`config.mk`:
```
export PLATFORM = sky130hd
export DESIGN_NAME = hazard_scoreboard_unit
export DESIGN_NICKNAME = d
export VERILOG_FILES = /design/src/rtl/hazard_scoreboard_unit.sv
export SDC_FILE = /design/constraint.sdc
export NUM_CORES = 1
export LEC_CHECK = 0
export ABC_AREA = 1
export ABC_CLOCK_PERIOD_IN_PS = 1800
export BUFFER_PORTS_ARGS = -buffer_cell sky130_fd_sc_hd__buf_2
export CAP_MARGIN = 25
export CORE_MARGIN = 8
export CORE_UTILIZATION = 40
export CTS_CLUSTER_SIZE = 12
export DETAILED_ROUTE_END_ITERATION = 10
export PLACE_DENSITY = 0.75
export SYNTH_ARGS = -nofsm -noshare
export SYNTH_HDL_FRONTEND = slang
export SYNTH_SLANG_ARGS = --single-unit
```
`constraint.sdc`:
```
create_clock -name clk -period 1.8 [get_ports clk]
set_input_delay 0.36 -clock clk [delete_from_list [all_inputs] [get_ports clk]]
set_output_delay 0.36 -clock clk [all_outputs]
set_load 0.02 [all_outputs]
```
`src/rtl/hazard_scoreboard_unit.sv`:
```
// hazard_scoreboard_unit
//   Pipeline hazard control. The unit keeps its own copy of the EXE and MEM
//   occupants (op type, rd, store-data source) and sees only the ID stage.
//   From that state it produces forwarding selects, load-use stalls, a
//   load-to-store data forward and branch flushes. A multi-cycle MUL/DIV
//   holds EXE for MULDIV_LAT cycles and freezes the front end meanwhile.
//
//   Optional build macro: HAZARD_PERF_CNT_EN enables the three stall/flush
//   performance counters. When it is undefined the perf ports are tied to 0.
//
// Ports
//   clk, rst_n                      clock (rising edge), async active-low reset
//   optype_ID                       0 NONE, 1 ALU, 2 LOAD, 3 STORE, 4 MULDIV
//   rs1use_ID, rs2use_ID            ID reads rs1 / rs2
//   rs1_ID, rs2_ID, rd_ID           ID register addresses
//   branch_taken_ID                 branch/jump resolved taken in ID
//   pc_en_IF                        PC update enable
//   reg_FD_stall, reg_FD_flush      IF/ID hold / clear
//   reg_DE_en, reg_DE_flush         ID/EX enable / bubble insert
//   reg_EM_flush                    EX/MEM bubble insert
//   forward_ctrl_A, forward_ctrl_B  0 regfile, 1 EXE, 2 MEM ALU/MULDIV, 3 MEM load
//   forward_ctrl_ls                 MEM load data as store data in EXE
//   muldiv_busy                     MULDIV in EXE, not in its final cycle
//   perf_load_stall, perf_muldiv_stall, perf_br_flush   performance counters
module hazard_scoreboard_unit #(
  parameter int REG_AW     = 5,
  parameter int MULDIV_LAT = 4,
  parameter int CNT_W      = 32
) (
  input  logic              clk,
  input  logic              rst_n,
  input  logic [2:0]        optype_ID,
  input  logic              rs1use_ID,
  input  logic              rs2use_ID,
  input  logic [REG_AW-1:0] rs1_ID,
  input  logic [REG_AW-1:0] rs2_ID,
  input  logic [REG_AW-1:0] rd_ID,
  input  logic              branch_taken_ID,
  output logic              pc_en_IF,
  output logic              reg_FD_stall,
  output logic              reg_FD_flush,
  output logic              reg_DE_en,
  output logic              reg_DE_flush,
  output logic              reg_EM_flush,
  output logic [1:0]        forward_ctrl_A,
  output logic [1:0]        forward_ctrl_B,
  output logic              forward_ctrl_ls,
  output logic              muldiv_busy,
  output logic [CNT_W-1:0]  perf_load_stall,
  output logic [CNT_W-1:0]  perf_muldiv_stall,
  output logic [CNT_W-1:0]  perf_br_flush
);

  localparam logic [2:0] OP_NONE   = 3'd0;
  localparam logic [2:0] OP_ALU    = 3'd1;
  localparam logic [2:0] OP_LOAD   = 3'd2;
  localparam logic [2:0] OP_STORE  = 3'd3;
  localparam logic [2:0] OP_MULDIV = 3'd4;

  // cnt only needs to hold MULDIV_LAT-1; keep at least one bit for LAT=1.
  localparam int          CW       = (MULDIV_LAT > 2) ? $clog2(MULDIV_LAT) : 1;
  localparam logic [CW-1:0] CNT_LOAD = CW'(MULDIV_LAT - 1);

  typedef struct packed {
    logic [2:0]        op;
    logic [REG_AW-1:0] rd;
    logic [REG_AW-1:0] rs2;
  } exe_t;

  typedef struct packed {
    logic [2:0]        op;
    logic [REG_AW-1:0] rd;
  } mem_t;

  exe_t          exe_q, exe_d;
  mem_t          mem_q;
  logic [CW-1:0] cnt;
  logic [2:0]    op_id;

  logic hit1_exe, hit2_exe, hit1_mem, hit2_mem;
  logic exe_fwd, mem_alu, mem_ld, load_stall;

  // Reserved encodings 5-7 behave as NONE from here on.
  always_comb op_id = (optype_ID > OP_MULDIV) ? OP_NONE : optype_ID;

  assign hit1_exe = rs1use_ID && (rs1_ID == exe_q.rd) && (exe_q.rd != '0);
  assign hit2_exe = rs2use_ID && (rs2_ID == exe_q.rd) && (exe_q.rd != '0);
  assign hit1_mem = rs1use_ID && (rs1_ID == mem_q.rd) && (mem_q.rd != '0);
  assign hit2_mem = rs2use_ID && (rs2_ID == mem_q.rd) && (mem_q.rd != '0);

  assign muldiv_busy = (exe_q.op == OP_MULDIV) && (cnt != '0);

  // An EXE result is forwardable from ALU, or from MULDIV in its final cycle.
  assign exe_fwd = (exe_q.op == OP_ALU) || ((exe_q.op == OP_MULDIV) && (cnt == '0));
  assign mem_alu = (mem_q.op == OP_ALU) || (mem_q.op == OP_MULDIV);
  assign mem_ld  = (mem_q.op == OP_LOAD);

  function automatic logic [1:0] fwd_sel(input logic he, input logic hm,
                                         input logic ef, input logic ma,
                                         input logic ml);
    if (he && ef)      return 2'd1;
    else if (hm && ma) return 2'd2;
    else if (hm && ml) return 2'd3;
    else               return 2'd0;
  endfunction

  assign forward_ctrl_A = fwd_sel(hit1_exe, hit1_mem, exe_fwd, mem_alu, mem_ld);
  assign forward_ctrl_B = fwd_sel(hit2_exe, hit2_mem, exe_fwd, mem_alu, mem_ld);

  // A store's data operand does not stall: it is picked up from MEM next
  // cycle through forward_ctrl_ls. Its address operand must stall.
  assign load_stall = (exe_q.op == OP_LOAD) &&
                      (hit1_exe || (hit2_exe && (op_id != OP_STORE)));

  assign forward_ctrl_ls = (exe_q.op == OP_STORE) && mem_ld &&
                           (exe_q.rs2 == mem_q.rd) && (mem_q.rd != '0);

  // muldiv_busy dominates a load stall: EXE holds, so no bubble goes in.
  assign reg_DE_flush = load_stall && !muldiv_busy;
  assign reg_DE_en    = !muldiv_busy;
  assign reg_EM_flush = muldiv_busy;
  assign reg_FD_stall = load_stall || muldiv_busy;
  assign pc_en_IF     = !(load_stall || muldiv_busy);
  // A branch decided under a stall is re-evaluated later, so stall wins.
  assign reg_FD_flush = branch_taken_ID && !load_stall && !muldiv_busy;

  always_comb begin
    exe_d     = '0;
    if (!reg_DE_flush) begin
      exe_d.op  = op_id;
      exe_d.rd  = rd_ID;
      exe_d.rs2 = rs2_ID;
    end
  end

  always_ff @(posedge clk or negedge rst_n) begin
    if (!rst_n) begin
      exe_q <= '0;
      mem_q <= '0;
      cnt   <= '0;
    end else if (muldiv_busy) begin
      mem_q <= '0;
      cnt   <= cnt - CW'(1);
    end else begin
      exe_q    <= exe_d;
      mem_q.op <= exe_q.op;
      mem_q.rd <= exe_q.rd;
      cnt      <= (exe_d.op == OP_MULDIV) ? CNT_LOAD : '0;
    end
  end

`ifdef HAZARD_PERF_CNT_EN
  logic [CNT_W-1:0] pc_ld, pc_md, pc_br;

  always_ff @(posedge clk or negedge rst_n) begin
    if (!rst_n) begin
      pc_ld <= '0;
      pc_md <= '0;
      pc_br <= '0;
    end else begin
      if (reg_DE_flush) pc_ld <= pc_ld + CNT_W'(1);
      if (muldiv_busy)  pc_md <= pc_md + CNT_W'(1);
      if (reg_FD_flush) pc_br <= pc_br + CNT_W'(1);
    end
  end

  assign perf_load_stall   = pc_ld;
  assign perf_muldiv_stall = pc_md;
  assign perf_br_flush     = pc_br;
`else
  assign perf_load_stall   = '0;
  assign perf_muldiv_stall = '0;
  assign perf_br_flush     = '0;
`endif

endmodule

```
After elaboration in Yosys (flattened, before gate mapping)
Cells that the tools add are included.
{"block": "totals", "regBits": 23, "input_bits": 23, "out_inout_bits": 108}
{"block": "classes", "n_addsub": 1, "magnitude_cmp": 1, "n_eq_ne": 14, "mux": 11, "reduce_logical": 35}
{"op": "5-bit equality test", "n": 5}
{"op": "1-bit logical AND", "n": 24}
{"op": "2-bit two-way mux", "n": 8}
{"op": "13-bit two-way mux", "n": 1}
{"op": "5-bit nonzero test", "n": 2}
{"op": "3-bit by 2-bit equality test with 1-bit output (second input constant)", "n": 3}
{"op": "3-bit equality test (second input constant)", "n": 3}
{"op": "8-bit two-way mux", "n": 1}
{"op": "3-bit by 1-bit equality test with 1-bit output (second input constant)", "n": 2}
{"op": "1-bit logical OR", "n": 4}
{"op": "3-bit greater-than comparator (second input constant)", "n": 1}
{"op": "1-bit zero test", "n": 3}
{"op": "3-bit two-way mux", "n": 1}
{"op": "3-bit by 2-bit != test with 1-bit output (second input constant)", "n": 1}
{"op": "2-bit zero test", "n": 1}
{"op": "2-bit nonzero test", "n": 1}
{"op": "2-bit by 1-bit subtractor with 2-bit output (second input constant)", "n": 1}

Depth between registers and ports, before layout
Gate-level depths: netlist of the first run.
{"block": "logic_depth", "depth_word": 11, "ltp_mapped": 12, "depth_no_buf": 11}

Worst setup path after synthesis of the first run
OpenSTA, ideal clock, no wires.
{"block": "synth_timing", "kind": "reg-to-output", "from": "register exe_q[9] (netlist name)", "to": "output reg_FD_flush", "arrival_time_ns": 1.460, "required_time_ns": 1.440, "setup_slack_ns": -0.020, "path_stages_with_launch": 10, "n_path_buf": 0, "path_cell_list": "dfrtp_1 inv_1 nand2_1 nor2_2 nor2_1 nand3_2 nand2_1 nand2_2 nand2_1 nor2_1"}
{"block": "synth_between", "elab_chain_len": 9, "elab_cells_between_ends": 13, "cone_classes": "eq/ne: 2; reduce/logical: 11"}
{"element": "start: declaration", "line_no": "75", "rtl": "exe_t exe_q, exe_d;"}
{"element": "start signal: assignment", "line_no": "138", "rtl": "exe_q <= '0;"}
{"element": "start signal: assignment", "line_no": "145", "rtl": "exe_q <= exe_d;"}
{"element": "5-bit equality test", "line_no": "87", "rtl": "assign hit2_exe = rs2use_ID && (rs2_ID == exe_q.rd) && (exe_q.rd != '0);"}
{"element": "1-bit logical AND (2 in a row)", "line_no": "87"}
{"element": "1-bit logical AND", "line_no": "113", "rtl": "(hit1_exe || (hit2_exe && (op_id != OP_STORE)));"}
{"element": "1-bit logical OR *", "line_no": "113"}
{"element": "1-bit logical AND *", "line_no": "112", "rtl": "assign load_stall = (exe_q.op == OP_LOAD) &&"}
{"element": "1-bit zero test *", "line_no": "125", "rtl": "assign reg_FD_flush = branch_taken_ID && !load_stall && !muldiv_busy;"}
{"element": "1-bit logical AND * (2 in a row)", "line_no": "125"}
{"element": "end: declaration", "line_no": "41", "rtl": "output logic reg_FD_flush,"}
Every way passes the cells marked *; elsewhere a longest branch is shown, timed or not.

Worst setup path in the final report of the first run
{"block": "layout_timing", "from": "register mem_q[4] (netlist name)", "to": "output forward_ctrl_A[1]"}
{"block": "layout_between", "elab_chain_len": 7, "elab_cells_between_ends": 9, "cone_classes": "eq/ne: 1; mux: 3; reduce/logical: 5"}
{"element": "start: declaration", "line_no": "76", "rtl": "mem_t mem_q;"}
{"element": "5-bit equality test", "line_no": "88", "rtl": "assign hit1_mem = rs1use_ID && (rs1_ID == mem_q.rd) && (mem_q.rd != '0);"}
{"element": "1-bit logical AND", "line_no": "88"}
{"element": "1-bit logical AND *", "line_no": "88"}
{"element": "1-bit logical AND", "line_no": "103", "rtl": "else if (hm && ml) return 2'd3;"}
{"element": "2-bit two-way mux", "line_no": "103"}
{"element": "2-bit two-way mux *", "line_no": "102", "rtl": "else if (hm && ma) return 2'd2;"}
{"element": "2-bit two-way mux *", "line_no": "101", "rtl": "if (he && ef) return 2'd1;"}
{"element": "end: declaration", "line_no": "45", "rtl": "output logic [1:0] forward_ctrl_A,"}
Marked as above.

==> results of run 1 <==
critical path, cell delays in order (launching register included):
cell,delay [ps]
dfrtp_2,480
xnor2_2,140
o211ai_1,130
nor3_2,200
buf_4,140
nand3_2,70
nor2_1,100
buf_4,150
stage by stage:
| stage | setup TNS, ps | cells |
|---|---|---|
| 5_1_grt | -2680 | 425 |
| 2_1_floorplan | 0 | 392 |
| 3_3_place_gp | -62.0 | 405 |
| 4_1_cts | -1410 | 423 |
| 6_report | -1820 | 425 |
| 3_5_place_dp | -158 | 405 |
flip-flops by register name, summed over array words and instances, names as in the netlist:
name   cells
exe_q     13
mem_q      8
cnt        2
worst max path at each step:
stage	startpoint	endpoint	slack [ps]	cells past startpoint
after CTS	mem_q[4]	forward_ctrl_A[1]	-190	7
after detailed placement	rs2_ID[0]	forward_ctrl_B[0]	-40	10
after floorplan	cnt[0]	pc_en_IF	30	6
after global placement	rs2_ID[0]	forward_ctrl_B[0]	-40	10
after global routing	exe_q[6]	pc_en_IF	-320	12
final	mem_q[4]	forward_ctrl_A[1]	-230	7
report_power, final:
part	internal (mW)	leakage (nW)	switching [mW]
Clock	0.155	0.0255	0.175
Sequential	0.550	0.280	0.0369
Combinational	0.133	1.08	0.347
Total	0.838	1.38	0.559
logic make-up (layout without fill, tap and decap cells):
family	Yosys count	count (layout)	share of synthesized area, %
other	1	96	0.172
buffers and inverters	132	93	40.4
adder cells (fa/ha/maj)	1	1	0.574
AO/OA/AOI/OAI	14	14	3.79
XOR/XNOR	10	10	4.02
flip-flops	23	23	26.4
AND/OR/NAND/NOR	116	116	24.6
cell type report:
class	count	area, sq um
repair buffers	59	420
well taps	72	90.1
fillers	516	2940
clock buffers	3	41.3
flip-flops and latches	23	577
clock inverters	1	5.00
multi-input cells	237	1180
inverters	30	115
cell usage in the layout, fill, tap and decap left out, types with 2 or more instances in the layout:
cell type	instances
a21oi_1	2
buf_2	24
buf_4	26
buf_6	8
clkbuf_8	3
conb_1	96
dfrtp_1	22
inv_1	18
inv_2	11
nand2_1	53
nand2_2	6
nand3_1	11
nand3_2	12
nand4_1	2
nor2_1	19
nor2_2	4
nor3_1	2
nor3_4	2
o211ai_1	2
o21ai_0	5
o22ai_1	2
xnor2_1	6
xor2_1	3
cells in the mapped netlist, drive strengths merged:
| cell | count |
|---|---|
| or2 | 1 |
| nor3 | 5 |
| o211a | 1 |
| xnor2 | 7 |
| o21ai | 7 |
| xor2 | 3 |
| o211ai | 2 |
| o22ai | 2 |
| ha | 1 |
| dfrtp | 23 |
| nand3 | 23 |
| inv | 29 |
| buf | 100 |
| nor2 | 24 |
| nor4 | 1 |
| nand4 | 2 |
| clkinv | 1 |
| conb | 1 |
| a21oi | 2 |
| clkbuf | 2 |
| nand2 | 60 |
what timing repair did:
item | in CTS | in global routing
endpoints found under the setup margin | 12 | 13
pin swaps | 8 | 7
hold buffers | 0 | 0
endpoints found under the hold margin | 0 | 0
resized for setup | 37 | 16
setup buffers | 14 | 2
per-layer routing:
metal | vias up | routed length, microns | GRT usage (%)
met5 | - | 0 | 0
met4 | 0 | 168 | 6.77
met3 | 15 | 569 | 4.99
met2 | 94 | 2900 | 24.1
met1 | 802 | 1780 | 11.5
li1 | 838 | - | -
==> out/qor.txt, run 1 <==
CTS Buf Count: 3
GPL Wtd Cong: 0.926
Seq cells post-synth: 23
Die W: 89.8 microns
Synthesis-to-finish area growth: 11.5%
Hold slack final: 45.3 ps
Post-Route WL: 5420 microns
Root Buffer: clkbuf_8
Hold Violations, Final: 0
Hpwl dp: 4090 microns
Fin nets: 378
Worst Slack Setup Final: -234 ps
CTS H-tree lvls: 1
Crit Path Max Fanout: 5
Rows: 27
Die Y: 89.8 microns
Yosys warnings: 0
Worst setup EP type: output port
Die area: 0.00807 sq mm
CTS tree: done
Largest net degree at the start of global routing: 24
Tot Pwr: 1.40 mW
Area contributors post-synth: buf_4, dfrtp_1, nand2_1
Area fraction of the dominant cell type after synthesis: 33.8%
I/O pin total: 131
FF-to-FF setup slack: 140 ps
Initial DRC count: 55
Type of origin of the critical path: flop
Fin util: 45.2%
PwrDens: 575 mW/mm^2
Worst-path clk slew: 80 ps
Final Max Tran Viols: 0
Sequential-to-total area share from yosys stat: 26.4%
GR Util All Layers: 12.8%
Area post-placement: 0.00210 sq mm
Mapped Area: 0.00218 sq mm
Lkg Pwr: 1.38 nW
Crit path kind: reg2out
ANT nets after route: 0
Clk sinks: 23
Clk_lat worst skew: 270 ps
Number of diodes: 0
Max Clock Freq: 492 MHz
Vias per cell: 4.12
Fin crit share: 113%
Leading area contributor after synthesis: buf_4
WP data arrival: 1670 ps
Min cycle time layout: 2030 ps
Slew @ Worst Pin: 512 ps
Core area: 0.00537 sq mm
Unique cell type count in the Yosys netlist: 28
DRT Pass-1 Iters: 4
Starting Density: 40.6%
Layout cells sized above 1: 30.3%
Drt drc: 0
Routed len/inst: 12.8 microns
Hold WC Path Type: in2async
Antenna violations before repair: 0
Maximum clock insertion buffer count: 2
Global route overflow: 0
DR vias: 1,749
Violations in the final reports: negative setup slack
Worst EP required: 1440 ps
Outcome: finished, violations left
Cells after Synth: 297
R2r worst-path depth: 12
Setup slack at placement: -41.2 ps
Max-Cap Viols: 0
First-pass GRT wire length: 8760 microns
Reg2reg start: exe_q[7]
Vias in the first global route: 1,842
Final Skew: 1.48 ps
Port Buffer Count: 34
Reg2Reg Capture Point: cnt[0]
Syn Area/Cell: 7.34 sq um
RSZ-0062 raised after global routing: true
Maximum vdd drop: 0.451 mV
Final setup fails: 9
Slew margin rel.: 65.9%
Final instance area: 0.00243 sq mm
(Power assumes the default switching activity.)
==> run 2: changes to the inputs <==
ABC_AREA = unset   (was 1)
CORE_ASPECT_RATIO = 1.1   (was unset)
PLACE_DENSITY = 0.74   (was 0.75)
==> out/qor.txt, run 2 <==
End of the critical path: reg_FD_flush
Routed len/inst: 14.4 microns (+13%)
Rows: 28 (+3.7%)
Worst Slack Setup Final: -543 ps (-309 ps)
Lkg Pwr: 1.39 nW (+0.73%)
Core area: 0.00536 sq mm (-0.21%)
Tot Pwr: 1.88 mW (+34%)
Drt drc: 0 (unchanged)
First-pass GRT wire length: 8510 microns (-2.9%)
Maximum vdd drop: 0.349 mV (-23%)
Violations in the final reports: negative setup slack
Total negative slack: -6590 ps (-4770 ps)
CTS Buf Count: 3 (unchanged)
Root Buffer: clkbuf_8
Reg2reg start: cnt[0]
Clk_lat worst skew: 270 ps (about the same)
Antenna violations before repair: 0 (unchanged)
CTS tree: done
Min cycle time layout: 2340 ps (+309 ps)
CP Launch Point: exe_q[7]
Initial DRC count: 98 (+78%)
Leading area contributor after synthesis: buf_4
Die area: 0.00820 sq mm (+1.6%)
Vias per cell: 4.23 (+2.8%)
DRT Pass-1 Iters: 4 (unchanged)
DR vias: 1,709 (-2.3%)
Crit Path Max Fanout: 3 (-2)
Max Clock Freq: 427 MHz (-13%)
Number of diodes: 0 (unchanged)
Mapped Area: 0.00222 sq mm (+1.9%)
Largest net degree at the start of global routing: 24 (unchanged)
Port Buffer Count: 34 (unchanged)
Post-Route WL: 5830 microns (+7.6%)
I/O pin total: 131 (unchanged)
Crit path kind: reg2out
Die Y: 94.2 microns (+4.8%)
Clk sinks: 23 (unchanged)
Top flop regs: exe_q: 13 flops, mem_q: 8 flops, cnt: 2 flops
GR Util All Layers: 13.0% (+0.18 points)
Unique cell type count in the Yosys netlist: 43 (+54%)
Final setup fails: 26 (+17)
Slew margin rel.: 49.9% (-16 points)
Fin crit share: 130% (+17 points)
Commonest cells in the netlist: buf_4, dfrtp_1, xnor2_1, nand3_1, o21ai_1
FF-to-FF setup slack: -180 ps (-320 ps)
Starting Density: 41.4% (+0.86 points)
Area contributors post-synth: buf_4, dfrtp_1, xnor2_1
Sequential-to-total area share from yosys stat: 25.9% (-0.49 points)
Max FFs per register: 13 (unchanged)
Reg2Reg Capture Point: exe_q[9]
Hold Violations, Final: 0 (unchanged)
Hpwl dp: 4430 microns (+8.2%)
Worst setup EP type: output port
Yosys warnings: 0 (unchanged)
Final Max Tran Viols: 0 (unchanged)
Ys flop type: dfrtp_1
R2r worst-path depth: 9 (-3)
Slew @ Worst Pin: 750 ps (+238 ps)
Post-synth EDFFs: 0 (unchanged)
Maximum clock insertion buffer count: 2 (unchanged)
Fin nets: 354 (-6.3%)
WP data arrival: 1980 ps (+310 ps)
Die W: 87.0 microns (-3.1%)
Outcome: finished, violations left
Vias in the first global route: 1,831 (-0.60%)
# hold bufs at CTS: 0 (unchanged)
Hold WC Path Type: in2async
Final Skew: 3.00 ps (+1.52 ps)
Type of origin of the critical path: flop
Max-Cap Viols: 0 (unchanged)
Leading cell type in the layout, fill and taps excluded: conb_1
Worst-path clk slew: 80 ps (about the same)
Layout cells sized above 1: 40.1% (+9.8 points)
Worst EP required: 1440 ps (about the same)
Seq cells post-synth: 23 (unchanged)
ANT nets after route: 0 (unchanged)
Most frequent cells in the layout: conb_1, buf_4, buf_2, dfrtp_1, buf_6
Top reg by flops: exe_q
Area fraction of the dominant cell type after synthesis: 32.8% (-0.97 points)
Cells after Synth: 251 (-15%)
Global route overflow: 0 (unchanged)
Synthesis-to-finish area growth: 26.1%
Asr flop ratio synth: 100% (unchanged)
CTS H-tree lvls: 1 (unchanged)
Syn Area/Cell: 8.85 sq um (+21%)
RSZ-0062 raised after global routing: true
Count leader, synth: buf_4
PwrDens: 671 mW/mm^2 (+17%)
GPL Wtd Cong: 0.837 (-9.6%)
run 2: cell types whose count changed after synthesis, sizes merged, moves of 3 or more:
cell,delta
nand2,-53
inv,-25
nor2,-18
a22oi,+10
nand3,-10
xnor2,+9
and2,+7
o21ai,+6
xor2,+6
nor3,-5
nor3b,+3
nor4,+3
run 2: kinds of logic after synthesis:
logic type	after synthesis	synth area share (%)
AO/OA/AOI/OAI	33	10.6
XOR/XNOR	25	9.86
adder cells (fa/ha/maj)	1	0.563
buffers and inverters	110	35.9
flip-flops	23	25.9
other	1	0.169
AND/OR/NAND/NOR	58	17.0
run 2: final cells by class:
cell class | count | area (sq um)
fill | 516 | 2560
sequential | 23 | 577
clock inverter | 1 | 5.00
tap | 75 | 93.8
clock buffer | 3 | 41.3
timing repair buffer | 84 | 649
multi-input combinational | 214 | 1410
inverter | 4 | 20.0
run 2: worst max-delay path, stage by stage (launching register included):
cell and delay (ps):
dfrtp_1 420, or4_4 540, o211a_4 260, nand2_4 80, o22ai_4 80, buf_4 140
nor2_4 70, buf_6 120
run 2: per-stage QoR:
| stage | area (sq um) | cells | setup slack [ps] | util, % | hold slack (ps) |
|---|---|---|---|---|---|
| after floorplan | 2650 | 346 | -147 | - | 64.4 |
| after global placement | 2390 | 388 | -244 | 44.6 | 354 |
| after detailed placement | 2390 | 388 | -283 | 44.6 | 351 |
| after CTS | 2690 | 401 | -529 | 50.1 | 61.2 |
| after global routing | 2800 | 404 | -603 | 52.2 | 81.3 |
| final | 2800 | 404 | -543 | 52.2 | 49.3 |
run 2: per-layer routing:
layer | track usage, % | wire length (microns)
met3 | 1.92 | 509
met2 | 23.6 | 3040
met4 | 5.75 | 108
met5 | 0 | 0
met1 | 14.6 | 2180
run 2: worst min-delay path by stage:
stage / startpoint / endpoint / slack, ps / cells past startpoint
floorplan: rst_n / cnt[0] / 60 / 0
global placement: rst_n / cnt[0] / 350 / 1
detailed placement: rst_n / exe_q[11] / 350 / 1
CTS: rst_n / exe_q[11] / 60 / 1
global route: rst_n / mem_q[4] / 80 / 1
finish: rst_n / exe_q[11] / 50 / 1
run 2: report_power, final:
part	total (mW)	switching, mW	internal (mW)
combinational	0.900	0.506	0.394
sequential	0.656	0.0683	0.588
clock	0.322	0.167	0.155
run 2: timing repair:
action	in CTS	in global routing
endpoints found under the setup margin	27	27
gates cloned	1	0
pin swaps	5	8
gates resized for setup	48	19
setup buffers	8	4
==> run 3: changes to the inputs <==
GPL_TIMING_DRIVEN = 0   (was unset)
==> out/qor.txt, run 3 (same netlist as run 2, synthesis figures left out) <==
Synthesis-to-finish area growth: 55.5%
Rows: 28 (unchanged)
RSZ-0062 raised after global routing: true
WP data arrival: 2060 ps (+80 ps)
Final setup fails: 27 (+3.8%)
Type of origin of the critical path: flop
Tot Pwr: 2.01 mW (+7.1%)
Post-route non-filler standard cell count: 484 (+20%)
Final Skew: 3.95 ps (+0.956 ps)
Outcome: finished, violations left
Clk sinks: 23 (unchanged)
Drt drc: 0 (unchanged)
Area post-placement: 0.00292 sq mm (+22%)
Min cycle time layout: 2420 ps (+73.4 ps)
Slew @ Worst Pin: 558 ps (-192 ps)
Slew margin rel.: 62.7% (+13 points)
Number of diodes: 0 (unchanged)
# hold bufs at CTS: 0 (unchanged)
Hold Violations, Final: 0 (unchanged)
Final instance area: 0.00345 sq mm (+23%)
Worst-path clk slew: 80 ps (about the same)
CTS H-tree lvls: 1 (unchanged)
DRT Pass-1 Iters: 4 (unchanged)
Hpwl dp: 4510 microns (+1.9%)
Lkg Pwr: 1.86 nW (+33%)
Vias per cell: 3.95 (-6.7%)
Core area: 0.00536 sq mm (unchanged)
Clk_lat worst skew: 270 ps (about the same)
Most frequent cells in the layout: buf_4, conb_1, buf_2, dfrtp_1, xnor2_1
Antenna violations before repair: 1 (+1)
GR Util All Layers: 13.8% (+0.81 points)
I/O pin total: 131 (unchanged)
Top flop regs: exe_q: 13 flops, mem_q: 8 flops, cnt: 2 flops
Violations in the final reports: negative setup slack
Crit path kind: reg2out
First-pass GRT wire length: 9190 microns (+8.0%)
Placed cell count: 455 (+17%)
Port Buffer Count: 34 (unchanged)
Die area: 0.00820 sq mm (unchanged)
Maximum clock insertion buffer count: 2 (unchanged)
Fin util: 64.4% (+12 points)
Final Max Tran Viols: 0 (unchanged)
DR vias: 1,911 (+12%)
Worst setup EP type: output port
Root Buffer: clkbuf_8
GPL Wtd Cong: 0.812 (-2.9%)
Vias in the first global route: 1,929 (+5.4%)
Leading cell type in the layout, fill and taps excluded: buf_4
Hold WC Path Type: in2async
Layout cells sized above 1: 52.1% (+12 points)
Die W: 87.0 microns (unchanged)
Fin crit share: 134% (+4.1 points)
Total negative slack: -8800 ps (-2220 ps)
Maximum vdd drop: 0.273 mV (-22%)
Global route overflow: 0 (unchanged)
CTS Buf Count: 3 (unchanged)
Top reg by flops: exe_q
Crit Path Max Fanout: 6 (+3)
Max FFs per register: 13 (unchanged)
Max-Cap Viols: 0 (unchanged)
Routed len/inst: 12.4 microns (-14%)
Die Y: 94.2 microns (unchanged)
Worst EP required: 1440 ps (about the same)
Largest net degree at the start of global routing: 24 (unchanged)
Initial DRC count: 68 (-31%)
Starting Density: 41.4% (unchanged)
Worst Slack Setup Final: -617 ps (-73.4 ps)
CTS tree: done
Fin nets: 434 (+23%)
Post-Route WL: 6030 microns (+3.3%)
Max Clock Freq: 414 MHz (-3.0%)
ANT nets after route: 0 (unchanged)
PwrDens: 582 mW/mm^2 (-13%)
run 3: cell count changes in the layout (fill, tap and decap cells not counted), sizes merged:
cell,delta
bufbuf,+1
clkbuf,+4
inv,-1
buf,+77
and2,-1
run 3: layer usage:
metal / up-vias / wire length [microns] / global-route usage, %
li1: 962 / - / -
met1: 858 / 2240 / 14.3
met2: 80 / 3140 / 25.4
met3: 9 / 532 / 4.20
met4: 2 / 101 / 5.32
met5: - / 11 / 0
run 3: worst paths after layout:
path	startpoint	to	slack, ps	cells after the start
setup / recovery	exe_q[9]	reg_FD_stall	-620	6
hold / removal	rst_n	exe_q[12]	50	1
setup reg to reg	exe_q[8]	exe_q[3]	-330	8
hold reg to reg	exe_q[11]	mem_q[6]	560	1
max in group asynchronous	rst_n	exe_q[5]	1370	1
min in group clk	optype_ID[2]	exe_q[10]	330	2
run 3: repair_timing:
item	in CTS	in global routing
gates cloned	2	0
setup buffers	18	9
setup endpoints to repair	26	33
pin swaps	13	14
gates resized for setup	52	21
run 3: worst max-delay path, stage by stage, from the launching register on:
cell	delay [ps]
dfrtp_2	480
xnor2_1	210
o2111ai_1	150
or3_4	410
o22ai_4	250
nand2b_4	180
buf_6	110
run 3: power by group:
part | switching [mW] | internal, mW | total (mW) | leakage, nW
registers | 0.102 | 0.590 | 0.692 | 0.260
logic | 0.491 | 0.511 | 1.00 | 1.58
clock network | 0.159 | 0.158 | 0.317 | 0.0228
total | 0.752 | 1.26 | 2.01 | 1.86
run 3: cell type report:
type | count | area, sq um
well taps | 75 | 93.8
fillers | 449 | 1910
repair buffers | 60 | 493
inverters | 4 | 27.5
plain buffers | 105 | 825
multi-input cells | 213 | 1390
clock buffers | 4 | 45.0
flip-flops and latches | 23 | 582
run 3: through the flow:
stage               worst slack (ps)  hold WS, ps
detailed placement              -455          357
finish                          -617         48.3
global placement                -439          350
CTS                             -624         71.4
floorplan                       -147         64.4
global route                    -652         92.9
